[config.mk]
export PLATFORM = sky130hd
export DESIGN_NAME = uart_cmd_decoder_flat
export DESIGN_NICKNAME = d
export VERILOG_FILES = /design/src/rtl/uart_cmd_decoder_pkg.sv /design/src/rtl/uart_cmd_decoder_if.sv /design/src/rtl/uart_cmd_decoder_sink.sv /design/src/rtl/uart_cmd_decoder.sv /design/src/flat_wrapper.sv
export SDC_FILE = /design/constraint.sdc
export NUM_CORES = 1
export LEC_CHECK = 0
export CAP_MARGIN = 30
export CORE_UTILIZATION = 35
export CTS_CLUSTER_SIZE = 24
export DETAILED_ROUTE_END_ITERATION = 12
export PLACE_DENSITY = 0.61
export SYNTH_ARGS = -nofsm -noshare
export SYNTH_HDL_FRONTEND = slang
export SYNTH_HIERARCHICAL = 1
export SYNTH_SLANG_ARGS = --single-unit
[constraint.sdc]
create_clock -name clk -period 5.35 [get_ports clk]
set_input_delay 1.07 -clock clk [delete_from_list [all_inputs] [get_ports clk]]
set_output_delay 1.07 -clock clk [all_outputs]
set_load 0.005 [all_outputs]
[src/rtl/uart_cmd_decoder_pkg.sv]
// Shared types and constants for the UART command frame decoder.
// Frame layout depends on UART_CMD_CHECKSUM_EN (adds a trailing XOR byte).
package uart_cmd_pkg;

  localparam logic [7:0] SYNC_BYTE_DEFAULT = 8'hA5;

  // Frame lengths include the SYNC byte.
  localparam int unsigned FRAME_LEN_CHK   = 5;
  localparam int unsigned FRAME_LEN_NOCHK = 4;

`ifdef UART_CMD_CHECKSUM_EN
  localparam int unsigned FRAME_LEN = FRAME_LEN_CHK;
`else
  localparam int unsigned FRAME_LEN = FRAME_LEN_NOCHK;
`endif

  typedef enum logic [2:0] {
    S_HUNT,
    S_CMD,
    S_ADDR,
    S_DATA,
    S_CHK,
    S_ISSUE
  } state_t;

  function automatic logic [7:0] frame_chk(input logic [7:0] op,
                                           input logic [7:0] addr,
                                           input logic [7:0] data);
    return op ^ addr ^ data;
  endfunction

endpackage

[src/rtl/uart_cmd_decoder_if.sv]
// Decoded-command valid/ready port; master = decoder, slave = consumer.
interface uart_cmd_decoder_if;
  logic       cmd_valid;
  logic       cmd_ready;
  logic [7:0] cmd_op;
  logic [7:0] cmd_addr;
  logic [7:0] cmd_data;

  modport master (
    output cmd_valid,
    output cmd_op,
    output cmd_addr,
    output cmd_data,
    input  cmd_ready
  );

  modport slave (
    input  cmd_valid,
    input  cmd_op,
    input  cmd_addr,
    input  cmd_data,
    output cmd_ready
  );
endinterface

[src/rtl/uart_cmd_decoder_sink.sv]
// uart_byte_sink: rxvalid/rxack level handshake with a one-cycle capture strobe.
// Reusable by any consumer sitting behind the UART receiver.
module uart_byte_sink (
  input  logic       clk,
  input  logic       rst,
  input  logic       en,
  input  logic [7:0] rxdata,
  input  logic       rxvalid,
  output logic       rxack,
  output logic       take,
  output logic [7:0] byte_data
);

  // A byte is taken only while rxack is low, so a held rxvalid yields one capture.
  assign take      = en && rxvalid && !rxack;
  assign byte_data = rxdata;

  always_ff @(posedge clk or posedge rst) begin
    if (rst) begin
      rxack <= 1'b0;
    end else if (take) begin
      rxack <= 1'b1;
    end else if (rxack && !rxvalid) begin
      rxack <= 1'b0;
    end
  end

endmodule

[src/rtl/uart_cmd_decoder.sv]
// Assembles [SYNC][CMD][ADDR][DATA]{[CHK]} byte frames into one command word.
// Define UART_CMD_CHECKSUM_EN to require the trailing XOR checksum byte.
module uart_cmd_decoder
  import uart_cmd_pkg::*;
#(
  parameter logic [7:0]  SYNC_BYTE   = SYNC_BYTE_DEFAULT,
  parameter int unsigned TIMEOUT_CYC = 65536,
  parameter int unsigned ERRCNT_W    = 8
) (
  input  logic                 clk,
  input  logic                 rst,
  input  logic [7:0]           rxdata,
  input  logic                 rxvalid,
  output logic                 rxack,
  uart_cmd_decoder_if.master   cmd,
  output logic [ERRCNT_W-1:0]  err_count,
  output logic                 busy
);

  localparam int unsigned   TMR_W = (TIMEOUT_CYC > 2) ? $clog2(TIMEOUT_CYC) : 1;
  localparam logic [TMR_W-1:0] TMAX = TMR_W'(TIMEOUT_CYC - 1);

  state_t            state, state_d;
  logic [TMR_W-1:0]  timer, timer_d;
  logic [7:0]        op_q, addr_q, data_q;
  logic              ld_op, ld_addr, ld_data, err_inc;
  logic              take_en, take, in_frame, timed_out;
  logic [7:0]        rx_byte;

  assign take_en = (state != S_ISSUE);

  uart_byte_sink u_sink (
    .clk       (clk),
    .rst       (rst),
    .en        (take_en),
    .rxdata    (rxdata),
    .rxvalid   (rxvalid),
    .rxack     (rxack),
    .take      (take),
    .byte_data (rx_byte)
  );

  assign in_frame  = (state == S_CMD) || (state == S_ADDR) ||
                     (state == S_DATA) || (state == S_CHK);
  assign timed_out = in_frame && (timer == TMAX);

  always_ff @(posedge clk or posedge rst) begin
    if (rst) begin
      state <= S_HUNT;
    end else begin
      state <= state_d;
    end
  end

  always_comb begin
    state_d = state;
    timer_d = timer;
    ld_op   = 1'b0;
    ld_addr = 1'b0;
    ld_data = 1'b0;
    err_inc = 1'b0;

    if (in_frame) begin
      timer_d = timer + 1'b1;
    end

    case (state)
      S_HUNT:  if (take && rx_byte == SYNC_BYTE) state_d = S_CMD;
      S_CMD:   if (take) begin ld_op   = 1'b1; state_d = S_ADDR; end
      S_ADDR:  if (take) begin ld_addr = 1'b1; state_d = S_DATA; end
      S_DATA:  if (take) begin
        ld_data = 1'b1;
`ifdef UART_CMD_CHECKSUM_EN
        state_d = S_CHK;
`else
        state_d = S_ISSUE;
`endif
      end
`ifdef UART_CMD_CHECKSUM_EN
      S_CHK:   if (take) begin
        if (rx_byte == frame_chk(op_q, addr_q, data_q)) begin
          state_d = S_ISSUE;
        end else begin
          err_inc = 1'b1;
          state_d = S_HUNT;
        end
      end
`endif
      S_ISSUE: if (cmd.cmd_ready) state_d = S_HUNT;
      default: state_d = S_HUNT;
    endcase

    // A capture on the expiry cycle keeps the frame alive and restarts the timer.
    if (take) begin
      timer_d = '0;
    end else if (timed_out) begin
      timer_d = '0;
      err_inc = 1'b1;
      state_d = S_HUNT;
    end
  end

  always_ff @(posedge clk or posedge rst) begin
    if (rst) begin
      timer     <= '0;
      op_q      <= '0;
      addr_q    <= '0;
      data_q    <= '0;
      err_count <= '0;
    end else begin
      timer <= timer_d;
      if (ld_op)   op_q   <= rx_byte;
      if (ld_addr) addr_q <= rx_byte;
      if (ld_data) data_q <= rx_byte;
      if (err_inc && err_count != '1) begin
        err_count <= err_count + 1'b1;
      end
    end
  end

  assign cmd.cmd_valid = (state == S_ISSUE);
  assign cmd.cmd_op    = op_q;
  assign cmd.cmd_addr  = addr_q;
  assign cmd.cmd_data  = data_q;
  assign busy          = (state != S_HUNT);

endmodule

[src/flat_wrapper.sv]
// flat-port wrapper written by rule: the top's interface ports become plain ports
module uart_cmd_decoder_flat import uart_cmd_pkg::*;
#(
  parameter logic [7:0]  SYNC_BYTE   = SYNC_BYTE_DEFAULT,
  parameter int unsigned TIMEOUT_CYC = 65536,
  parameter int unsigned ERRCNT_W    = 8
)
  (clk, rst, rxdata, rxvalid, rxack, err_count, busy, cmd_cmd_valid, cmd_cmd_op, cmd_cmd_addr, cmd_cmd_data, cmd_cmd_ready);
  uart_cmd_decoder_if cmd_i ();
  input  logic clk;
  input  logic rst;
  input  logic [7:0] rxdata;
  input  logic rxvalid;
  output logic rxack;
  output logic [ERRCNT_W-1:0] err_count;
  output logic busy;
  output wire logic [$bits(cmd_i.cmd_valid)-1:0] cmd_cmd_valid;
  output wire logic [$bits(cmd_i.cmd_op)-1:0] cmd_cmd_op;
  output wire logic [$bits(cmd_i.cmd_addr)-1:0] cmd_cmd_addr;
  output wire logic [$bits(cmd_i.cmd_data)-1:0] cmd_cmd_data;
  input wire logic [$bits(cmd_i.cmd_ready)-1:0] cmd_cmd_ready;
  assign cmd_cmd_valid = cmd_i.cmd_valid;
  assign cmd_cmd_op = cmd_i.cmd_op;
  assign cmd_cmd_addr = cmd_i.cmd_addr;
  assign cmd_cmd_data = cmd_i.cmd_data;
  assign cmd_i.cmd_ready = cmd_cmd_ready;
  uart_cmd_decoder #(.SYNC_BYTE(SYNC_BYTE), .TIMEOUT_CYC(TIMEOUT_CYC), .ERRCNT_W(ERRCNT_W)) u_core (.clk(clk), .rst(rst), .rxdata(rxdata), .rxvalid(rxvalid), .rxack(rxack), .cmd(cmd_i), .err_count(err_count), .busy(busy));
endmodule
Yosys cells after proc, flatten, opt, wreduce, memory -nomap -nowiden
Index checks and enable logic that the tools add are counted.

word-level totals
  flip-flop bits (word level) = 52
  output and inout bits = 35
  input bits = 12
  word-level logic and storage cells = 52

cells by class
  add/subtract/negate cells = 2
  reduce and logical (&&, ||, !) cells = 15
  muxes and demuxes = 19
  equal/unequal tests = 9

operators by type and width
  operator                 number
  $mux W16                 3
  $mux W3                  7
  $add A16 B1 Y16 const B  1
  $eq A16 B16 Y1 const B   1
  $pmux W3 S5              1
  $add A8 B1 Y8 const B    1
  $eq A8 B8 Y1 const B     1
  $mux W1                  8
  $ne A8 B8 Y1 const B     1
  $eq A3 B2 Y1 const B     2
  $eq A3 B3 Y1 const B     2
  $logic_and A1 B1 Y1      6
  $reduce_bool A3 Y1       2
  $eq A3 B1 Y1 const B     1
  $logic_not A3 Y1         1
  $logic_or A1 B1 Y1       3
  $ne A3 B3 Y1 const B     1
  $logic_not A1 Y1         2
  $reduce_bool A2 Y1       1

Longest topological paths before layout
Gate-level depths: netlist of run 1.

  depth in word-level cells = 8
  mapped depth = 8
  gate-level depth less buffers = 6

Cells and area by module
Netlist of run 1, hierarchy kept.

by module, submodules not included
  module            area each (um2)  times used  cells each  sequential area each (um2)
  uart_cmd_decoder  2378.5           1           202         1276.2
  uart_byte_sink    105.1            1           12          25.0

Least setup slack after synthesis of run 1
No wires, ideal clock.

  kind = in2reg
  start = in rxvalid
  end = reg u_core.op_q[0] (netlist: u_core/cmd.cmd_op[0])
  setup time = 125 ps
  arrival = 2259 ps
  setup slack = 2966 ps
  stages on the path = 5
  cell sequence = and3b_1 clkbuf_8 nand2_1 nor3_2 mux2_2

between the ends
  longest elaborated chain between the ends = 4

RTL lines
  what                              line                         source
  start, declared                   flat_wrapper.sv:13           input logic rxvalid;
  $logic_and A1 B1 Y1 (2 in a row)  uart_cmd_decoder_sink.sv:15  assign take = en && rxvalid && !rxack;
  $mux W1                           uart_cmd_decoder.sv:69       S_CMD: if (take) begin ld_op = 1'b1; state_d = S_ADDR; end
  $mux W1                           uart_cmd_decoder.sv:67       case (state)
  end signal, assigned              uart_cmd_decoder.sv:112      if (ld_op) op_q <= rx_byte;
  end, declared                     uart_cmd_decoder.sv:25       logic [7:0] op_q, addr_q, data_q;

Every way passes these cells.
A chain may end at the register's enable or synchronous reset.

Worst setup path in the final report of run 1
  start = in rxvalid
  end = reg u_core.addr_q[6] (netlist: u_core/cmd.cmd_addr[6])

between the ends
  longest elaborated chain between the ends = 4

RTL lines
  what                              line                         source
  $logic_and A1 B1 Y1 (2 in a row)  uart_cmd_decoder_sink.sv:15
  net u_core.take                   uart_cmd_decoder.sv:27       logic take_en, take, in_frame, timed_out;
  $mux W1                           uart_cmd_decoder.sv:70       S_ADDR: if (take) begin ld_addr = 1'b1; state_d = S_DATA; end
  $mux W1                           uart_cmd_decoder.sv:67
  end signal, assigned              uart_cmd_decoder.sv:113      if (ld_addr) addr_q <= rx_byte;
  end, declared                     uart_cmd_decoder.sv:25

The timed path passes the listed nets, and every way through them passes these cells.

==> results of run 1 <==
## cell families (layout without fill, tap and decap cells)
logic type	Yosys count	after routing	share of synthesized area
simple gates	80	80	0.190
xor+xnor	19	19	0.0670
buf+inv	21	60	0.0554
flops	52	52	0.524
mux	25	25	0.113
compound gates	15	15	0.0398
fa+ha+maj	2	2	0.0101
## stage by stage
stage / cell area [um2] / util / instances / setup WS, ns / hold WS (ns)
after global routing: 3050 / 0.446 / 349 / 2.26 / 0.526
final: 3050 / 0.446 / 349 / 2.41 / 0.501
after detailed placement: 2970 / 0.435 / 342 / 2.07 / 0.492
after floorplan: 2480 / - / 214 / 2.97 / 0.485
after CTS: 3050 / 0.446 / 349 / 2.40 / 0.505
after global placement: 2950 / 0.432 / 341 / 2.09 / 0.484
## routing by layer
layer  wire length [um]  share of wire  up-vias
met5                  0              0        -
met4                 46         0.0095        0
met3                324          0.067        5
met2               2100           0.44       41
met1               2350           0.49      829
li1                   -              -      815
## cells in the final DEF (no fill, tap or decap), types with 2 or more instances in the layout
cell type / count
dfrtp_1: 52
clkdlybuf4s50_1: 46
mux2_2: 25
nor2_1: 25
xnor2_1: 13
nand2_1: 12
a21oi_1: 6
xor2_1: 6
clkbuf_8: 5
inv_1: 5
nand3_1: 5
nor3_1: 5
nor4_1: 4
nor4b_1: 4
nand4_1: 3
nor3_2: 2
or3_1: 2
ha_1: 2
## how the worst max path moves through the flow
stage                       start                                  to  slack [ns]
after CTS                 rxvalid  u_core/cmd.cmd_addr[6]$_DFFE_PP0P_        2.40
after global placement    rxvalid  u_core/cmd.cmd_addr[6]$_DFFE_PP0P_        2.09
after floorplan           rxvalid    u_core/cmd.cmd_op[0]$_DFFE_PP0P_        2.97
after global routing      rxvalid  u_core/cmd.cmd_addr[6]$_DFFE_PP0P_        2.26
final                     rxvalid  u_core/cmd.cmd_addr[6]$_DFFE_PP0P_        2.41
after detailed placement  rxvalid  u_core/cmd.cmd_addr[6]$_DFFE_PP0P_        2.07
## power groups by stage
stage	combinational, mW	clock, mW	sequential (mW)
detailed placement	0.463	0	0.596
global placement	0.456	0	0.597
floorplan	0.235	0	0.583
finish	0.459	0.213	0.590
global route	0.501	0.237	0.608
CTS	0.467	0.223	0.591
## cell type report
cell class,instances,area (um2)
Tap cell,96,120
Clock buffer,6,72.6
Clock inverter,1,5.00
Multi-Input combinational cell,141,1040
Sequential cell,52,1300
Fill cell,661,3780
Inverter,6,22.5
Timing Repair Buffer,47,480
## sequential cells by signal, indices dropped and copies added, names as in the netlist
name,flops
u_core/err_count,8
u_core/timer,16
u_core/cmd.cmd_op,8
u_core/cmd.cmd_data,8
u_core/state,3
u_core/cmd.cmd_addr,8
u_core/u_sink/rxack,1
## cell usage after synthesis (2+ instances only)
master   instances
a21oi_1          6
nor3_1           5
nand2_1         12
xor2_1           6
ha_1             2
buf_2            3
nand3_1          5
nor4b_1          4
xnor2_1         13
nand4_1          3
or3_1            2
nor4_1           4
inv_1            6
nor3_2           2
mux2_2          25
nor2_1          25
dfrtp_1         52
buf_6            2
buf_4            8
## critical path: stages
cell and delay, ns:
clkdlybuf4s50_1 0.46, and3b_1 0.47, nand2b_1 0.15, nor3b_2 0.57, mux2_2 0.41
==> results.sh, run 1 <==
export IMPL_fmax_ghz=0.340
export IMPL_power_net_switching_mw=0.371
export IMPL_rrSetupSlack_ns=2.86
export IMPL_cts_resized=0
export IMPL_cellLeakagePower_nw=1.28
export IMPL_slew_headroom=0.389
export IMPL_drt_pass1_iterations=4
export IMPL_p_int_mw=0.891
export IMPL_clkSinkCount=52
export IMPL_wl_per_cell_um=13.8
export IMPL_ys_types=48
export IMPL_vias=1690
export IMPL_insertedDiodeCount=0
export IMPL_synth_area_per_cell_um2=11.6
export IMPL_ys_seq_area_frac=0.524
export IMPL_grt_max_degree=41
export IMPL_die_y_um=86.2
export IMPL_yosysTopAreaCellShare=0.524
export IMPL_period_share=0.550
export IMPL_cts_setup_buffers=0
export IMPL_p_comb_frac=0.364
export IMPL_ys_ff_latch=52
export IMPL_cp_required_ns=5.54
export IMPL_fin_worst_skew_ns=0.00288
export IMPL_slew_viol_final=0
export IMPL_power_density_nw_per_um2=414
export IMPL_gp_congestion=0.721
export IMPL_cp_max_fo=13
export IMPL_synth_largest_area_cell="dfrtp_1"
export IMPL_cts_buffers=5
export IMPL_setup_viol=0
export IMPL_drc=0
export IMPL_outcome="finished, final reports clean"
export IMPL_worstMarginPinSlew_ns=0.916
export IMPL_clkPwrFrac=0.169
export IMPL_portBuffers=46
export IMPL_drt_first_iter_violations=64
export IMPL_antenna_found_initial=0
export IMPL_grt_util_met3=0.0514
export IMPL_io_pins=47
export IMPL_ir_worst_vdd_uv=246
export IMPL_hold_start="u_core/err_count[4]$_DFFE_PP0P_"
export IMPL_endpoint_kind="flip-flop"
export IMPL_top_usage_layer="met2"
export IMPL_synth_edf_count=0
export IMPL_min_to="u_core/err_count[4]$_DFFE_PP0P_"
export IMPL_antenna_left=0
export IMPL_drive_gt1_frac=0.178
export IMPL_die_area_um2=7440
export IMPL_grt_pass1_vias=1649
export IMPL_post_drt_via_cell_ratio=4.84
export IMPL_dp_hpwl_mm=3.29
export IMPL_met2_usage=0.206
export IMPL_finalHoldViolations=0
export IMPL_cts_root_buf="clkbuf_8"
export IMPL_htreeDepth=2
export IMPL_p_total_mw=1.26
export IMPL_sw_frac_of_total=0.294
export IMPL_start_util=0.364
export IMPL_hold_buffers=0
export IMPL_grt_pass1_wl_mm=8.33
export IMPL_synthArstFlopShare=1.00
export IMPL_routed_wl_mm=4.82
export IMPL_met1_usage=0.200
export IMPL_rows=30
export IMPL_cts_tree="done"
export IMPL_grt_overflow=0
export IMPL_core_area_um2=6830
export IMPL_seqPwrFrac=0.468
export IMPL_cts_max_path_buffers=2
export IMPL_clk_latency_ns=0.30
export IMPL_syn_inst=214
export IMPL_area_growth_pct=22.7
export IMPL_syn_num_nets=228
export IMPL_final_setup_tns_ns=0
export IMPL_r2r_start="u_core/state[1]$_DFF_PP0_"
export IMPL_period_needed_ns=2.94
export IMPL_path_clk_slew_ns=0.09
export IMPL_r2r_cells=5
export IMPL_path_class="in2reg"
export IMPL_worstReg2RegEnd="u_core/cmd.cmd_addr[6]$_DFFE_PP0P_"
export IMPL_hold_class="reg2reg"
export IMPL_yosysWarnings=6
export IMPL_rsz0062_at_grt="no"
export IMPL_grt_total_usage=0.143
export IMPL_maxCapViolCount=0
export IMPL_die_width_um=86.2
export IMPL_fin_nets=267
export IMPL_syn_area_um2=2480
export IMPL_whs_path_depth=1
export IMPL_start_kind="input port"
export IMPL_arrival_ns=3.14
export IMPL_ys_flop_type="dfrtp_1"
export IMPL_synth_area_top_cells="dfrtp_1 (52%), mux2_2 (11%), xnor2_1 (4.6%)"
(Power assumes the default switching activity.)
==> run 2: changes to the inputs <==
PLACE_DENSITY = 0.64   (was 0.61)
clock period = 2.5 ns   (was 5.35 ns; I/O delays follow)
==> run 2 against run 1 <==
- core utilization rose by 1.2 points
- critical endpoint is now busy
- non-clock buffer count rose by 6
- critical path type is now reg2out
- global-route usage rose by 0.45 points
==> results.sh, run 2 (synthesized netlist as in run 1, its figures left out) <==
export IMPL_outcome="finished, final reports clean"
export IMPL_wl_per_cell_um=13.7
export IMPL_cts_buffers=5
export IMPL_fmax_ghz=0.452
export IMPL_power_net_switching_mw=0.839
export IMPL_cts_resized=0
export IMPL_p_total_mw=2.88
export IMPL_slew_viol_final=0
export IMPL_start_kind="flip-flop"
export IMPL_cts_root_buf="clkbuf_8"
export IMPL_clkPwrFrac=0.207
export IMPL_dp_hpwl_mm=3.43
export IMPL_post_drt_via_cell_ratio=4.74
export IMPL_cts_setup_buffers=0
export IMPL_clkSinkCount=52
export IMPL_cp_num_cells=2
export IMPL_area_growth_pct=26.0
export IMPL_maxCapViolCount=0
export IMPL_crit_buf_inv=1
export IMPL_layout_common_cells="dfrtp_1 (52), clkdlybuf4s50_1 (46), mux2_2 (25), nor2_1 (25), xnor2_1 (13)"
export IMPL_rows=30
export IMPL_cellLeakagePower_nw=1.32
export IMPL_start_util=0.364
export IMPL_final_setup_tns_ns=0
export IMPL_fin_worst_skew_ns=0.00859
export IMPL_io_pins=47
export IMPL_portBuffers=46
export IMPL_largest_reg_flops=16
export IMPL_regMostFlops="u_core/timer"
export IMPL_worstMarginPinSlew_ns=0.407
export IMPL_die_area_um2=7440
export IMPL_final_util=0.458
export IMPL_slowest_delay_ns=0.50
export IMPL_power_density_nw_per_um2=919
export IMPL_grt_overflow=0
export IMPL_slew_headroom=0.728
export IMPL_grt_pass1_wl_mm=8.55
export IMPL_path_cells="or3_4 > clkdlybuf4s50_1"
export IMPL_r2r_cells=7
export IMPL_critPathSlowestCell="dfrtp_1"
export IMPL_drive_gt1_frac=0.204
export IMPL_core_area_um2=6830
export IMPL_vias=1689
export IMPL_clk_latency_ns=0.31
export IMPL_seqPwrFrac=0.440
export IMPL_sw_frac_of_total=0.292
export IMPL_grt_pass1_vias=1790
export IMPL_drt_pass1_iterations=4
export IMPL_cts_max_path_buffers=2
export IMPL_gp_congestion=0.768
export IMPL_layout_commonest_cell="dfrtp_1"
export IMPL_antenna_left=0
export IMPL_setup_viol=0
export IMPL_crit_family="flip-flops"
export IMPL_die_width_um=86.2
export IMPL_arrival_ns=1.71
export IMPL_finalHoldViolations=0
export IMPL_drt_first_iter_violations=111
export IMPL_rsz0062_at_grt="no"
export IMPL_endpoint_kind="primary output"
export IMPL_drc=0
export IMPL_period_needed_ns=2.21
export IMPL_insertedDiodeCount=0
export IMPL_routed_wl_mm=4.87
export IMPL_path_class="reg2out"
export IMPL_cp_max_fo=8
export IMPL_period_share=0.886
export IMPL_hold_class="in2async"
export IMPL_cp_required_ns=2.00
export IMPL_ir_worst_vdd_uv=586
export IMPL_grt_total_usage=0.147
export IMPL_htreeDepth=2
export IMPL_die_y_um=86.2
export IMPL_p_comb_frac=0.353
export IMPL_cts_tree="done"
export IMPL_antenna_found_initial=0
export IMPL_path_clk_slew_ns=0.10
export IMPL_hold_buffers=0
export IMPL_grt_max_degree=52
export IMPL_fin_nets=273
export IMPL_p_int_mw=2.04
[run 2: changes by cell type in the layout (fill, tap and decap cells not counted)]
cell | before | now
bufinv_16 | 0 | 1
clkbuf_1 | 1 | 0
clkinv_2 | 1 | 0
inv_6 | 0 | 1
clkinvlp_4 | 0 | 1
buf_4 | 0 | 6
[run 2: worst paths after layout]
check                                                      from                               to  slack (ns)
min in group clk                u_core/err_count[4]$_DFFE_PP0P_  u_core/err_count[4]$_DFFE_PP0P_        0.50
worst max-delay path                  u_core/state[2]$_DFF_PP0_                             busy        0.29
worst min register to register  u_core/err_count[4]$_DFFE_PP0P_  u_core/err_count[4]$_DFFE_PP0P_        0.50
worst min-delay path                                        rst  u_core/u_sink/rxack$_DFFE_PP0P_        0.36
max in group asynchronous                                   rst  u_core/err_count[5]$_DFFE_PP0P_        1.69
worst max register to register        u_core/state[1]$_DFF_PP0_  u_core/err_count[7]$_DFFE_PP0P_        0.33
[run 2: layer usage]
metal	part of all wire	track usage
met2	0.46	0.239
met1	0.46	0.186
met4	0.012	0.0576
met5	0	0
met3	0.066	0.0429
[run 2: power groups by stage]
stage / logic (mW) / clock network (mW) / registers (mW)
2_1_floorplan: 0.503 / 0 / 1.25
3_3_place_gp: 1.01 / 0 / 1.27
3_5_place_dp: 1.02 / 0 / 1.28
4_1_cts: 1.03 / 0.613 / 1.27
5_1_grt: 1.10 / 0.642 / 1.30
6_report: 1.01 / 0.595 / 1.27
[run 2: cell type report]
class	count	area (um2)
clock buffers	5	68.8
fillers	671	3700
clock inverters	3	46.3
flip-flops and latches	52	1300
inverters	6	22.5
multi-input cells	141	1040
repair buffers	53	526
well taps	96	120
[run 2: through the flow]
| stage | cells | setup slack (ns) | hold slack [ns] | instance area (um2) |
|---|---|---|---|---|
| 6_report | 356 | 0.286 | 0.365 | 3130 |
| 4_1_cts | 356 | 0.263 | 0.355 | 3130 |
| 5_1_grt | 356 | 0.152 | 0.371 | 3130 |
| 3_3_place_gp | 348 | 0.246 | 0.488 | 3010 |
| 3_5_place_dp | 348 | 0.235 | 0.489 | 3010 |
| 2_1_floorplan | 214 | 0.525 | 0.229 | 2480 |
[run 2: worst reg2reg max path: cells and delay by family, from the launching register on]
family / cells / cell delay, ns
buffers and inverters: 1 / 0.18
XOR/XNOR: 1 / 0.19
AND/OR/NAND/NOR: 5 / 1.21
flip-flops: 1 / 0.51
